File: config.mk
export PLATFORM = sky130hd
export DESIGN_NAME = memory
export DESIGN_NICKNAME = d
export VERILOG_FILES = /design/src/rtl/memory.sv
export SDC_FILE = /design/constraint.sdc
export NUM_CORES = 1
export LEC_CHECK = 0
export BUFFER_PORTS_ARGS = -buffer_cell sky130_fd_sc_hd__buf_4
export CAP_MARGIN = 40
export CELL_PAD_IN_SITES_DETAIL_PLACEMENT = 1
export CELL_PAD_IN_SITES_GLOBAL_PLACEMENT = 1
export CORE_MARGIN = 1
export CORE_UTILIZATION = 30
export CTS_CLUSTER_SIZE = 20
export DETAILED_ROUTE_END_ITERATION = 16
export PLACE_DENSITY_LB_ADDON = 0.1
export SYNTH_ARGS = -nofsm -noshare
export SYNTH_HDL_FRONTEND = slang
export SYNTH_SLANG_ARGS = --single-unit
export TNS_END_PERCENT = 30
File: constraint.sdc
create_clock -name memory_clk -period 1.57 [get_ports memory_clk]
set_input_delay 0.2355 -clock memory_clk [delete_from_list [all_inputs] [get_ports memory_clk]]
set_output_delay 0.2355 -clock memory_clk [all_outputs]
set_load 0.005 [all_outputs]
File: src/rtl/memory.sv
// Single-port synchronous RAM with registered read data, a one-cycle read
// valid flag, and a registered bypass path when the enable is low.
module memory #(
    parameter int DATA_WIDTH = 8,
    parameter int ADDR_WIDTH = 4
) (
    input  logic                  memory_clk,
    input  logic                  memory_rst,
    input  logic                  memory_en,
    input  logic                  memory_wr,
    input  logic [ADDR_WIDTH-1:0] memory_addr,
    input  logic [DATA_WIDTH-1:0] memory_data_in,
    output logic                  memory_vld_out,
    output logic [DATA_WIDTH-1:0] memory_data_out
);

    localparam int DEPTH = 1 << ADDR_WIDTH;

    logic [DATA_WIDTH-1:0] mem [DEPTH];

    // Reset clears every word, so the array is built from flops rather than
    // a RAM macro; one operation is resolved per edge in priority order.
    always_ff @(posedge memory_clk) begin
        if (memory_rst) begin
            for (int i = 0; i < DEPTH; i++) mem[i] <= '0;
            memory_data_out <= '0;
            memory_vld_out  <= 1'b0;
        end else if (!memory_en) begin
            memory_data_out <= memory_data_in;
            memory_vld_out  <= 1'b0;
        end else if (memory_wr) begin
            mem[memory_addr] <= memory_data_in;
            memory_vld_out   <= 1'b0;
        end else begin
            memory_data_out <= mem[memory_addr];
            memory_vld_out  <= 1'b1;
        end
    end

endmodule

==> flow_summary.yaml <==
outcome:
  status: "completed"
clock_tree:
  cts_inserted_buffers: 17
  cts_tree: "done"
  clock_path_buffers: 2
  h-tree-depth: 4
  clkLatencyLatePin_ns: 0.41
  cts_root_buf: "clkbuf_16"
  clk_pin_slew_ns: 0.06
  postCtsHoldBufs: 0
  cts_sinks: 137
drt:
  wl_met2_mm: 8.16
  ant_nets: 0
  wl_mm: 17.2
  top_layer_used: "met4"
  routed_via_density: 4.86
  m1WireLength_mm: 8.35
  drtIter0Drc: 258
  drtPass1Iterations: 6
  num_vias: 3659
  routedWlPerCell_um: 22.8
  met3_length_um: 532
  drc: 0
timing:
  worst_pin_slew_ns: 0.294
  min_period_ns: 1.54
  setup_viol: 0
  relSlewSlack_pct: 80.4
  worst_hold_slack_ns: 0.152
  slew_viol_final: 0
  finalClockSkew_ns: 0.00962
  fin_crit_sh_pct: 97.9
  finalHoldViolations: 0
  max_freq_mhz: 650
yosys:
  synth_cells: 418
  synthesis.nets: 434
  syn_area_um2: 6470
  yosysWarningCount: 0
  ys_ff_latch: 137
  avgSynthCellArea_um2: 15.5
  seq_area_frac_synth_pct: 62.2
  synth.distinct_cells: 28
worst_setup_path:
  startpoint_type: "flip-flop"
  worstPathCellList: "mux4_2 -> a22oi_2 -> a21o_1 -> a311oi_2"
  critPathSlowestCell: "mux4_2"
  ff2ff_setup_slack_ns: 0.03
  crit_path_end_kind: "flip-flop"
  criticalPathCategory: "flip-flop to flip-flop"
  path_max_fanout: 1
  slowest_delay_ns: 0.54
  arrival_ns: 1.82
  required_ns: 1.85
power:
  vdd_drop_max_v: 0.000642
  power.density_nw_per_um2: 1200
  power_leakage_uw: 0.00275
  switchingPower_uw: 1980
  intPower_uw: 7300
  swShare_pct: 21.3
  clock_power_share_pct: 46.3
  total_power_uw: 9280
  p_comb_share_pct: 7.8
  pwr-share-seq_pct: 45.9
floorplan:
  row_count: 53
  ios: 25
  core_um2: 21100
  die_y_um: 149
  dieWidth_um: 149
  die_area_um2: 22200
  initial_core_util_pct: 30.7
job:
  cap_violations: 0
cells_and_area:
  syn_to_final_growth_pct: 19.6
  seq_area_um2: 4020
  fin_area_um2: 7740
  final_cell_count_no_fill: 753
  multi_input_area_um2: 2260
  drive_above_1_share_pct: 31.2
  final_cell_mix: "128 x and2_1, 128 x edfxtp_1, 51 x buf_4"
  antennaDiodeCount: 0
  post-route-util_pct: 36.7
  layout.nets: 482
  n_fill_cell: 2164
placed_design:
  numPortBuffers: 24
  place_congestion: 0.716
  place_inst: 722
  placed_area_um2: 7070
  hpwl_mm: 11.6
global_route:
  antenna_found_initial: 0
  grt_remaining_overflow: 0
  grt_start_max_net_pins: 20
  grt_pass1_wl_mm: 25.4
  grt_pass1_vias: 3894
  grt_util_all_layers_pct: 16.5
min_path:
  hold_class: "primary input to flip-flop"
==> sequential cells by signal, indices dropped and copies added, names as in the netlist <==
signal / flops
mem: 128
memory_vld_out: 1
memory_data_out: 8
==> timing repair <==
action | CTS | global route
gates resized for setup | 8 | 13
endpoints found under the setup margin | 7 | 8
buffers inserted | 0 | 0
pin swaps | 0 | 1
==> cell families (layout without fill, tap and decap cells) <==
family	Yosys count	in the layout	share of synthesized area, %
AO/OA/AOI/OAI	32	32	4.64
buffers and inverters	27	87	3.75
flip-flops	137	137	62.2
multiplexers	32	32	12.2
AND/OR/NAND/NOR	190	190	17.3
==> metal layers <==
metal  vias up  global-route usage, %
met1      1932                   22.8
met4         0                   3.98
li1       1651                      -
met3        11                   3.55
met5         -                      0
met2        65                   26.2
==> power by group through the flow <==
stage	registers (uW)	clock network [uW]	logic, uW
3_5_place_dp	4330	0	696
5_1_grt	4280	4540	772
2_1_floorplan	4290	0	428
3_3_place_gp	4330	0	692
6_report	4260	4300	720
4_1_cts	4260	4390	713
==> per-stage QoR <==
step	TNS [ns]	setup slack, ns
after global placement	-33.00	-0.366
after global routing	-0.0103	-0.0103
after CTS	-0.0176	-0.0141
after floorplan	-1.25	-0.0882
final	0	0.0327
after detailed placement	-39.29	-0.358
==> worst max-delay path, delay by kind of cell, from the launching register on <==
family	cells	cell delay (ns)
AO/OA/AOI/OAI	3	0.46
flip-flops	1	0.41
multiplexers	1	0.54
==> final cells by class <==
class                      instances  share of cell area (%)
clock buffer                      18                    5.54
clock inverter                    13                    2.62
multi-input combinational        254                    29.2
sequential                       137                    52.0
tap                              275                    4.44
timing repair buffer              56                    6.24
==> path summary, 6_finish.rpt <==
kind	from	to	cells past startpoint
setup / recovery	mem[14][3]	memory_data_out[3]	4
hold / removal	memory_wr	memory_vld_out	3
setup reg to reg	mem[14][3]	memory_data_out[3]	4
hold reg to reg	memory_data_out[6]	memory_data_out[6]	2
==> Yosys cell counts <==
| library cell | instances | share of area, % |
|---|---|---|
| clkbuf_4 | 1 | 0.12 |
| edfxtp_1 | 128 | 59 |
| nand2b_1 | 3 | 0.29 |
| clkbuf_1 | 9 | 0.52 |
| dlygate4sd1_1 | 2 | 0.27 |
| clkbuf_8 | 4 | 0.85 |
| a311oi_2 | 8 | 1.9 |
| and2b_2 | 1 | 0.14 |
| and2_1 | 128 | 12 |
| mux4_2 | 14 | 4.9 |
| clkdlybuf4s25_2 | 1 | 0.15 |
| nor2b_1 | 3 | 0.29 |
| or2_2 | 16 | 1.5 |
| nor2_1 | 21 | 1.2 |
| and4bb_2 | 1 | 0.19 |
| bufbuf_8 | 1 | 0.29 |
| buf_2 | 3 | 0.23 |
| mux4_1 | 18 | 7.3 |
| and2_2 | 1 | 0.12 |
| nand2_1 | 10 | 0.58 |
| a22oi_1 | 16 | 1.9 |
| buf_6 | 4 | 0.70 |
| nand4b_1 | 1 | 0.14 |
| nand4_1 | 1 | 0.097 |
| dfxtp_1 | 9 | 2.8 |
| nor3_1 | 4 | 0.31 |
| buf_12 | 2 | 0.62 |
| a21o_1 | 8 | 0.93 |
Power figures use the tool's default switching activity.
